<file path="config.mk">
export PLATFORM = sky130hd
export DESIGN_NAME = hx8352_init_seq
export DESIGN_NICKNAME = d
export VERILOG_FILES = /design/src/rtl/hx8352_init_seq.sv
export SDC_FILE = /design/constraint.sdc
export NUM_CORES = 1
export LEC_CHECK = 0
export CAP_MARGIN = 25
export CORE_UTILIZATION = 41
export CTS_CLUSTER_SIZE = 10
export DETAILED_ROUTE_END_ITERATION = 12
export PLACE_DENSITY = 0.75
export SYNTH_ARGS = -nofsm -noshare
export SYNTH_HDL_FRONTEND = slang
export SYNTH_SLANG_ARGS = --single-unit
export TNS_END_PERCENT = 20
</file>
<file path="constraint.sdc">
create_clock -name clk -period 1.7 [get_ports clk]
set_input_delay 0.51 -clock clk [delete_from_list [all_inputs] [get_ports clk]]
set_output_delay 0.51 -clock clk [all_outputs]
set_load 0.01 [all_outputs]
</file>
<file path="src/rtl/hx8352_init_seq.sv">
// Power-up sequencer for the HX8352 LCD controller: walks an init table, issuing bus
// writes for CMD/DATA entries and ms delays for DELAY entries until an END entry.
module hx8352_init_seq #(
    parameter int ROM_AW   = 6,
    parameter int STEP_CYC = 2
) (
    input  logic              clk,
    input  logic              rst_n,
    input  logic              start,
    output logic [ROM_AW-1:0] rom_addr,
    input  logic [17:0]       rom_data,
    output logic              wr_req,
    output logic              wr_rs,
    output logic [15:0]       wr_data,
    input  logic              wr_ack,
    output logic [7:0]        delay_ms,
    output logic              delay_step,
    input  logic              delay_done,
    output logic              busy,
    output logic              init_done,
    output logic              err
);

    localparam int                SCW       = (STEP_CYC > 1) ? $clog2(STEP_CYC) : 1;
    localparam logic [SCW-1:0]    STEP_LAST = SCW'(STEP_CYC - 1);
    localparam logic [ROM_AW-1:0] LAST_ADDR = '1;

    localparam logic [1:0] T_CMD   = 2'b00;
    localparam logic [1:0] T_DATA  = 2'b01;
    localparam logic [1:0] T_DELAY = 2'b10;

    typedef enum logic [3:0] {
        S_IDLE,
        S_FETCH,
        S_DECODE,
        S_WRITE,
        S_DLY_STEP,
        S_DLY_ARM,
        S_DLY_WAIT,
        S_NEXT,
        S_DONE,
        S_ERR
    } state_t;

    state_t            state_q, state_d;
    logic [ROM_AW-1:0] rom_addr_q, rom_addr_d;
    logic              wr_req_q, wr_req_d;
    logic              wr_rs_q, wr_rs_d;
    logic [15:0]       wr_data_q, wr_data_d;
    logic [7:0]        delay_ms_q, delay_ms_d;
    logic              delay_step_q, delay_step_d;
    logic [SCW-1:0]    step_cnt_q, step_cnt_d;
    logic              busy_q, busy_d;
    logic              init_done_q, init_done_d;
    logic              err_q, err_d;
    logic              start_q;
    logic              start_edge;

    assign start_edge = start & ~start_q;

    always_comb begin
        // NOTE: every _d starts as its _q so no path through the case leaves a latch.
        state_d      = state_q;
        rom_addr_d   = rom_addr_q;
        wr_req_d     = wr_req_q;
        wr_rs_d      = wr_rs_q;
        wr_data_d    = wr_data_q;
        delay_ms_d   = delay_ms_q;
        delay_step_d = delay_step_q;
        step_cnt_d   = step_cnt_q;
        busy_d       = busy_q;
        init_done_d  = init_done_q;
        err_d        = err_q;

        unique case (state_q)
            S_IDLE, S_DONE, S_ERR: begin
                if (start_edge) begin
                    state_d     = S_FETCH;
                    rom_addr_d  = '0;
                    busy_d      = 1'b1;
                    init_done_d = 1'b0;
                    err_d       = 1'b0;
                end
            end
            S_FETCH: state_d = S_DECODE;
            S_DECODE: begin
                unique case (rom_data[17:16])
                    T_CMD, T_DATA: begin
                        wr_rs_d   = rom_data[16];
                        wr_data_d = rom_data[15:0];
                        wr_req_d  = 1'b1;
                        state_d   = S_WRITE;
                    end
                    T_DELAY: begin
                        delay_ms_d   = rom_data[7:0];
                        delay_step_d = 1'b1;
                        step_cnt_d   = '0;
                        state_d      = S_DLY_STEP;
                    end
                    default: begin
                        busy_d      = 1'b0;
                        init_done_d = 1'b1;
                        state_d     = S_DONE;
                    end
                endcase
            end
            S_WRITE: begin
                // wr_req is high for the whole of WRITE, so a first-cycle ack is honoured.
                if (wr_ack) begin
                    wr_req_d = 1'b0;
                    state_d  = S_NEXT;
                end
            end
            S_DLY_STEP: begin
                if (step_cnt_q == STEP_LAST) begin
                    delay_step_d = 1'b0;
                    state_d      = S_DLY_ARM;
                end else begin
                    step_cnt_d = step_cnt_q + 1'b1;
                end
            end
            S_DLY_ARM:  if (!delay_done) state_d = S_DLY_WAIT;
            S_DLY_WAIT: if (delay_done)  state_d = S_NEXT;
            S_NEXT: begin
                if (rom_addr_q == LAST_ADDR) begin
                    busy_d  = 1'b0;
                    err_d   = 1'b1;
                    state_d = S_ERR;
                end else begin
                    rom_addr_d = rom_addr_q + 1'b1;
                    state_d    = S_FETCH;
                end
            end
            default: state_d = S_IDLE;
        endcase
    end

    // NOTE: sequential state uses non-blocking assignments so all flops update together.
    always_ff @(posedge clk or negedge rst_n) begin
        if (!rst_n) begin
            state_q      <= S_IDLE;
            rom_addr_q   <= '0;
            wr_req_q     <= 1'b0;
            wr_rs_q      <= 1'b0;
            wr_data_q    <= '0;
            delay_ms_q   <= '0;
            delay_step_q <= 1'b0;
            step_cnt_q   <= '0;
            busy_q       <= 1'b0;
            init_done_q  <= 1'b0;
            err_q        <= 1'b0;
            start_q      <= 1'b0;
        end else begin
            state_q      <= state_d;
            rom_addr_q   <= rom_addr_d;
            wr_req_q     <= wr_req_d;
            wr_rs_q      <= wr_rs_d;
            wr_data_q    <= wr_data_d;
            delay_ms_q   <= delay_ms_d;
            delay_step_q <= delay_step_d;
            step_cnt_q   <= step_cnt_d;
            busy_q       <= busy_d;
            init_done_q  <= init_done_d;
            err_q        <= err_d;
            start_q      <= start;
        end
    end

    assign rom_addr   = rom_addr_q;
    assign wr_req     = wr_req_q;
    assign wr_rs      = wr_rs_q;
    assign wr_data    = wr_data_q;
    assign delay_ms   = delay_ms_q;
    assign delay_step = delay_step_q;
    assign busy       = busy_q;
    assign init_done  = init_done_q;
    assign err        = err_q;

endmodule

</file>
# Word-level counts from Yosys, hierarchy flattened
# Cells that the tools add are included.
[word_totals] word_cells=87 out_inout_bits=36 reg_bits=42
[classes] addsub=2 mux=29 n_bitwise=2 n_eq_ne=22 n_reduce_logical=20
[ops] operator="4-bit case mux with 8 select lines" count=1
[ops] operator="4-bit two-way mux" count=6
[ops] operator="2-bit != test (second input constant)" count=10
[ops] operator="4-bit by 3-bit equality test with 1-bit output (second input constant)" count=4
[ops] operator="3-bit AND reduction" count=5
[ops] operator="1-bit two-way mux" count=12
[ops] operator="6-bit two-way mux" count=2
[ops] operator="6-bit case mux with 2 select lines" count=1
[ops] operator="1-bit case mux with 2 select lines" count=5
[ops] operator="4-bit by 2-bit equality test with 1-bit output (second input constant)" count=2
[ops] operator="4-bit equality test (second input constant)" count=2
[ops] operator="4-bit case mux with 2 select lines" count=1
[ops] operator="2-bit nonzero test" count=4
[ops] operator="6-bit by 1-bit adder with 6-bit output (second input constant)" count=1
[ops] operator="6-bit equality test (second input constant)" count=1
[ops] operator="2-bit AND reduction" count=3
[ops] operator="3-bit OR reduction" count=2
[ops] operator="5-bit AND reduction" count=1
[ops] operator="4-bit by 1-bit equality test with 1-bit output (second input constant)" count=1
[ops] operator="4-bit logical NOT" count=1
[ops] operator="4-bit AND reduction" count=1
[ops] operator="1-bit case mux with 3 select lines" count=1
[ops] operator="3-bit nonzero test" count=1
[ops] operator="2-bit by 1-bit equality test with 1-bit output (second input constant)" count=1
[ops] operator="other kinds (6)" count=6

# Logic depth before layout (Yosys ltp)
# Gate-level depths: netlist of the first run.
[logic_depth] depth_word=4 mapped_depth=7

# Worst setup path after synthesis of the first run
# OpenSTA, ideal clock, no wires.
[synth_timing] path_kind="register to register" from="register state_q[3]" to="register wr_data_q[10], in the netlist wr_data[10]" t_required_ns=1.575 path_buffers=3 slack_ns=0.047 arrival_time_ns=1.528 setup_time_ns=0.125 synth_period_minus_slack_ns=1.653 path_stages_with_launch=7 cell_sequence="dfrtp_1 buf_6 nor4b_4 and2b_1 buf_4 buf_8 mux2_2"
[synth_between] elab_chain_len=2
[synth_lines] element="from (decl)" line="45" text="state_t state_q, state_d;"
[synth_lines] element="from (signal assigned)" line="154" text="state_q <= state_d;"
[synth_lines] element="4-bit by 2-bit equality test with 1-bit output" line="75" text="unique case (state_q)"
[synth_lines] element="2-bit AND reduction (no source line)"
[synth_lines] element="to (signal assigned)" line="158" text="wr_data_q <= wr_data_d;"
[synth_lines] element="to (decl)" line="49" text="logic [15:0] wr_data_q, wr_data_d;"
# Every way passes these cells.
# A chain may end at the register's enable or synchronous reset.

# Final worst setup path of the first run
[layout_timing] from="input wr_ack" to="register state_q[0]"
[layout_between] elab_chain_len=2
[layout_lines] element="from (decl)" line="15" text="input logic wr_ack,"
[layout_lines] element="2-bit != test (no source line)"
[layout_lines] element="5-bit AND reduction (no source line)"
# Every way passes these cells.

==> reports/metrics.yaml, run 1 <==
portBuffers: 58
dp.cells: 262
instances_no_fill: 274
die_h_um: 69.5
synth_warnings: 0
drive_gt1_frac: 0.279
routabilityCongestion: 0.798
clk_pin_slew_ps: 80
wirelength_mm: 4.28
cts_buffers: 5
antenna_cells: 0
ant_nets: 0
period_needed_ps: 1680
synth_cell_types: 40
maxCapViolCount: 0
min_period_over_period: 0.986
ir_drop_v: 0.000778
cts_tree: "yes"
tightestPinTransition_ps: 458
arrival_ps: 1850
final_common_cell: "dfrtp_1"
start_util: 0.429
p_per_area_nw_per_um2: 1670
fp-row-count: 24
critical_path_buf_inv_count: 1
cp_slowest_cell: "or4_1"
grt_util_all_layers: 0.189
status: "finished clean"
finalHoldViolations: 0
synthCells: 145
place_area_um2: 2580
required_ps: 1880
clk_latency_ps: 290
setup_tns_ps: 0
final_cell_mix: "dfrtp_1 (38), dlygate4sd2_1 (27), mux2_2 (23)"
crit_path_max_fanout: 2
final_util: 0.627
p_leak_nw: 1.37
path_class: "in2reg"
drcViolationCount: 0
synth_nets: 169
max_freq_ghz: 0.596
ios: 59
die_w_um: 69.5
grt_max_degree: 25
nNetsFinal: 245
die-area_um2: 4830
setup_viol: 0
clock_sinks: 42
critPathCaptureType: "flop"
synth_area_um2: 1870
htree_levels: 2
drt_first_pass_iters: 4
total_power_w: 0.00457
yosysSeqAreaShare: 0.563
core_area_um2: 4350
hold_buffers: 0
vias: 1439
final_area_um2: 2730
avgViaCountPerCell: 5.25
fillers: 352
grt_first_pass_wirelength_mm: 7.09
slew_headroom: 0.694
cts-root-buf: "clkbuf_8"
finalClockSkew_ps: 2.63
cts.path.max_buffers: 2
dpl.hpwl_mm: 3.00
crit_chain: "clkdlybuf4s50_1 > or4_1 > o211ai_2 > mux2_4"
drtIter0Drc: 141
area_growth_pct: 46.2
cp_top_family: "simple AND/OR/NAND/NOR gates"
hold_path.class: "in2async"
routedWlPerCell_um: 15.6
antenna_found_initial: 0
start_kind: "input port"
ys_seq_elements: 42
grt_pass1_vias: 1467
report.final.slew_viol_count: 0
max_stage_delay_ps: 500
avgSynthCellArea_um2: 12.9
grt_overflow: 0
state kept, by name, indices dropped and copies added (netlist names):
name        count
delay_step      1
wr_data        16
state_q         4
busy            1
wr_req          1
init_done       1
start_q         1
err             1
rom_addr        6
wr_rs           1
step_cnt_q      1
delay_ms        8
worst paths after layout:
kind,from,to,slack (ps),cells after the start
setup / recovery,wr_ack,state_q[0],20,4
hold / removal,rst_n,rom_addr[5],160,1
setup reg to reg,state_q[3],wr_data[14],70,4
hold reg to reg,step_cnt_q,delay_step,480,1
max in group asynchronous,rst_n,state_q[0],1050,2
min in group clk,step_cnt_q,delay_step,480,1
layout make-up:
type	instances	area [µm²]	share of cell area
Clock inverter	2	37.5	0.0137
Tap cell	52	65.1	0.0238
Clock buffer	6	72.6	0.0266
Multi-Input combinational cell	93	763	0.280
Inverter	3	11.3	0.00412
Sequential cell	42	1060	0.387
Timing Repair Buffer	76	724	0.265
cell families (layout without fill, tap and decap cells):
family                   Yosys count  in the layout  share of synthesized area
buffers and inverters             10             87                     0.0375
AND/OR/NAND/NOR                   34             34                      0.113
adder cells (fa/ha/maj)            1              1                    0.00670
flip-flops                        42             42                      0.563
XOR/XNOR                           4              4                     0.0188
multiplexers                      26             26                      0.157
AO/OA/AOI/OAI                     28             28                      0.105
timing repair:
action,in CTS,in global routing
setup endpoints to repair,32,34
gates resized for setup,31,14
pin swaps,0,3
buffers inserted,4,0
endpoints found under the hold margin,0,0
cell usage after synthesis:
| cell | n | share of area |
|---|---|---|
| dfrtp_1 | 42 | 0.56 |
| mux2_2 | 23 | 0.14 |
| a21oi_1 | 10 | 0.027 |
| nand2b_1 | 6 | 0.020 |
| nand3_1 | 5 | 0.013 |
| nor2_1 | 5 | 0.010 |
| and3_1 | 4 | 0.013 |
| a22o_1 | 3 | 0.014 |
| inv_1 | 3 | 0.0060 |
| mux2_1 | 3 | 0.018 |
| nor3_1 | 3 | 0.0080 |
| xnor2_1 | 3 | 0.014 |
| a21o_1 | 2 | 0.0080 |
| and3b_1 | 2 | 0.0094 |
| buf_2 | 2 | 0.0054 |
| buf_6 | 2 | 0.012 |
| nand2_1 | 2 | 0.0040 |
| o21ai_0 | 2 | 0.0054 |
| o21bai_1 | 2 | 0.0080 |
| a211oi_1 | 1 | 0.0040 |
| a221oi_1 | 1 | 0.0047 |
| a22oi_1 | 1 | 0.0040 |
| a311o_1 | 1 | 0.0054 |
| a32o_1 | 1 | 0.0054 |
| and2b_1 | 1 | 0.0040 |
| buf_4 | 1 | 0.0040 |
| buf_8 | 1 | 0.0080 |
| clkbuf_1 | 1 | 0.0020 |
| ha_1 | 1 | 0.0067 |
| nand2_2 | 1 | 0.0034 |
| nor2_2 | 1 | 0.0034 |
| nor2b_1 | 1 | 0.0034 |
| nor4b_4 | 1 | 0.013 |
| o211ai_2 | 1 | 0.0067 |
| o21a_1 | 1 | 0.0040 |
| o22ai_1 | 1 | 0.0034 |
| o32ai_1 | 1 | 0.0047 |
| or2_2 | 1 | 0.0034 |
| or4_1 | 1 | 0.0040 |
| xor2_1 | 1 | 0.0047 |
metal layers:
metal / global-route usage / part of all wire
met5: 0 / 0
met4: 0.0839 / 0.016
met3: 0.0480 / 0.039
met2: 0.319 / 0.53
met1: 0.228 / 0.41
metrics by stage:
stage	hold slack (ps)	setup slack, ps
2_1_floorplan	214	47.1
3_3_place_gp	461	-264
3_5_place_dp	480	-316
4_1_cts	164	3.55
5_1_grt	179	-6.87
6_report	161	23.5
where the power goes:
| part | total [W] | internal [W] | switching, W |
|---|---|---|---|
| registers | 0.00173 | 0.00145 | 0.000284 |
| clock network | 0.000775 | 0.000438 | 0.000337 |
| logic | 0.00206 | 0.00114 | 0.000926 |
No activity file was read; power rests on OpenSTA's default activity.
==> inputs of run 2 (changes only) <==
- SETUP_SLACK_MARGIN: unset -> 0.5
==> reports/metrics.yaml, run 2 (synthesis gave the netlist of run 1 again) <==
status: "finished clean"  # unchanged
clk_latency_ps: 290  # about the same
required_ps: 1880  # about the same
arrival_ps: 1830  # was 1850 ps
setup_viol: 0  # unchanged
grt_first_pass_wirelength_mm: 8.11  # was 7.09 mm
final_common_cell: "buf_4"  # was dfrtp_1
cp_slowest_cell: "dfrtp_2"  # was or4_1
core_area_um2: 4350  # unchanged
drive_gt1_frac: 0.482  # was 0.279
wirelength_mm: 5.15  # was 4.28 mm
start_util: 0.429  # unchanged
crit_chain: "nor4b_4 > and2b_2 > buf_4 > buf_16 > mux2_4"  # was clkdlybuf4s50_1 > or4_1 > o211ai_2 > mux2_4
period_needed_ps: 1650  # was 1680 ps
grt_pass1_vias: 1707  # was 1467
grt_overflow: 0  # unchanged
clk_pin_slew_ps: 80  # about the same
ant_nets: 0  # unchanged
p_leak_nw: 1.50  # was 1.37 nW
cts_tree: "yes"  # unchanged
area_growth_pct: 64.7  # was 46.2%
grt_util_met1: 0.246  # was 0.228
die-area_um2: 4830  # unchanged
largest_reg_flops: 16  # unchanged
pre_cts_ws_ps: -281  # was -316 ps
ir_drop_v: 0.00101  # was 0.000778 V
path_class: "reg2reg"  # was in2reg
vias: 1623  # was 1439
dpl.hpwl_mm: 3.21  # was 3.00 mm
p_per_area_nw_per_um2: 1720  # was 1670 nW/µm²
critical_path_buf_inv_count: 2  # was 1
drtIter0Drc: 63  # was 141
grt_max_degree: 27  # was 25
finalHoldViolations: 0  # unchanged
max_freq_ghz: 0.606  # was 0.596 GHz
grt_use_met3: 0.0654  # was 0.0480
maxCapViolCount: 0  # unchanged
fp-row-count: 24  # unchanged
fin_ws_ps: 49.6  # was 23.5 ps
routabilityCongestion: 0.858  # was 0.798
final_util: 0.706  # was 0.627
routedWlPerCell_um: 16.9  # was 15.6 µm
cts.path.max_buffers: 2  # unchanged
instances_no_fill: 305  # was 274
cts_buffers: 5  # unchanged
final_area_um2: 3070  # was 2730 µm²
final_cell_mix: "buf_4 (39), dfrtp_1 (38), dlygate4sd2_1 (23)"  # was dfrtp_1 (38), dlygate4sd2_1 (27), mux2_2 (23)
clock_sinks: 42  # unchanged
max_stage_delay_ps: 480  # was 500 ps
drcViolationCount: 0  # unchanged
dp.cells: 267  # was 262
drt_first_pass_iters: 4  # unchanged
avgViaCountPerCell: 5.32  # was 5.25
r2r_start: "state_q[3]"  # unchanged
die_h_um: 69.5  # unchanged
startpoint: "state_q[3]"  # was wr_ack
place_area_um2: 2650  # was 2580 µm²
nNetsFinal: 277  # was 245
ff2ff_setup_slack_ps: 50  # was 70 ps
ios: 59  # unchanged
tightestPinTransition_ps: 410  # was 458 ps
r2r-end: "wr_data[11]"  # was wr_data[14]
portBuffers: 58  # unchanged
cp_top_family: "flip-flops"  # was simple AND/OR/NAND/NOR gates
finalClockSkew_ps: 7.00  # was 2.63 ps
hold_path.class: "in2async"  # unchanged
die_w_um: 69.5  # unchanged
critPathCaptureType: "flop"  # unchanged
htree_levels: 2  # unchanged
report.final.slew_viol_count: 0  # unchanged
grt_util_all_layers: 0.216  # was 0.189
min_period_over_period: 0.971  # was 0.986
worst-r2r-cell-count: 5  # was 4
grt_use_met2: 0.392  # was 0.319
crit_path_max_fanout: 8  # was 2
antenna_cells: 0  # unchanged
start_kind: "flop"  # was input port
grt_setup_unrepaired: "true"
antenna_found_initial: 0  # unchanged
busiest_layer: "met2"  # unchanged
slew_headroom: 0.726  # was 0.694
cts-root-buf: "clkbuf_8"  # unchanged
run 2: cell types whose count changed in the layout (fill, tap and decap cells not counted), sizes merged:
cell           delta
buf              +46
clkdlybuf4s50     -2
clkinvlp          -1
dlygate4sd2       -4
dlymetal6s2s      -8
run 2: cell type report:
type / instances / area [µm²]
flip-flops and latches: 42 / 1060
repair buffers: 108 / 958
well taps: 52 / 65.1
inverters: 3 / 11.3
clock inverters: 1 / 30.0
fillers: 293 / 1280
clock buffers: 6 / 82.6
multi-input cells: 93 / 871
run 2: report_power, final:
| group | total, W | switching [W] | internal (W) | leakage, nW |
|---|---|---|---|---|
| Combinational | 0.00273 | 0.00115 | 0.00158 | 0.934 |
| Clock | 0.000798 | 0.000329 | 0.000470 | 0.0573 |
| Sequential | 0.00176 | 0.000306 | 0.00145 | 0.511 |
run 2: metrics by stage:
| step | hold WS, ps | total power, W | TNS [ps] |
|---|---|---|---|
| 2_1_floorplan | 214 | 0.00294 | 0 |
| 3_3_place_gp | 452 | 0.00401 | -4030 |
| 3_5_place_dp | 460 | 0.00412 | -5910 |
| 4_1_cts | 145 | 0.00502 | 0 |
| 5_1_grt | 166 | 0.00558 | 0 |
| 6_report | 142 | 0.00529 | 0 |
run 2: worst max path at each step:
stage                   to  cells past startpoint
3_3_place_gp    state_q[0]                      4
6_report       wr_data[11]                      5
4_1_cts         wr_data[9]                      5
5_1_grt        wr_data[11]                      5
3_5_place_dp    state_q[0]                      4
2_1_floorplan  wr_data[10]                      6
run 2: worst reg2reg max path, cell delays in order (launching register included):
cell and delay [ps]:
dfrtp_2 480, nor4b_4 270, and2b_2 220, buf_4 140, buf_16 130, mux2_4 300
run 2: routing by layer:
metal,up-vias,wire [µm]
met1,818,1990
met3,9,314
met5,-,0
met4,0,63
li1,735,-
met2,61,2790
run 2: timing repair:
item | in CTS | in global routing
pin swaps | 2 | 8
hold buffers | 0 | 0
gates resized for setup | 95 | 23
setup buffers | 21 | 8
gates cloned | 2 | 0
endpoints found under the setup margin | 77 | 77
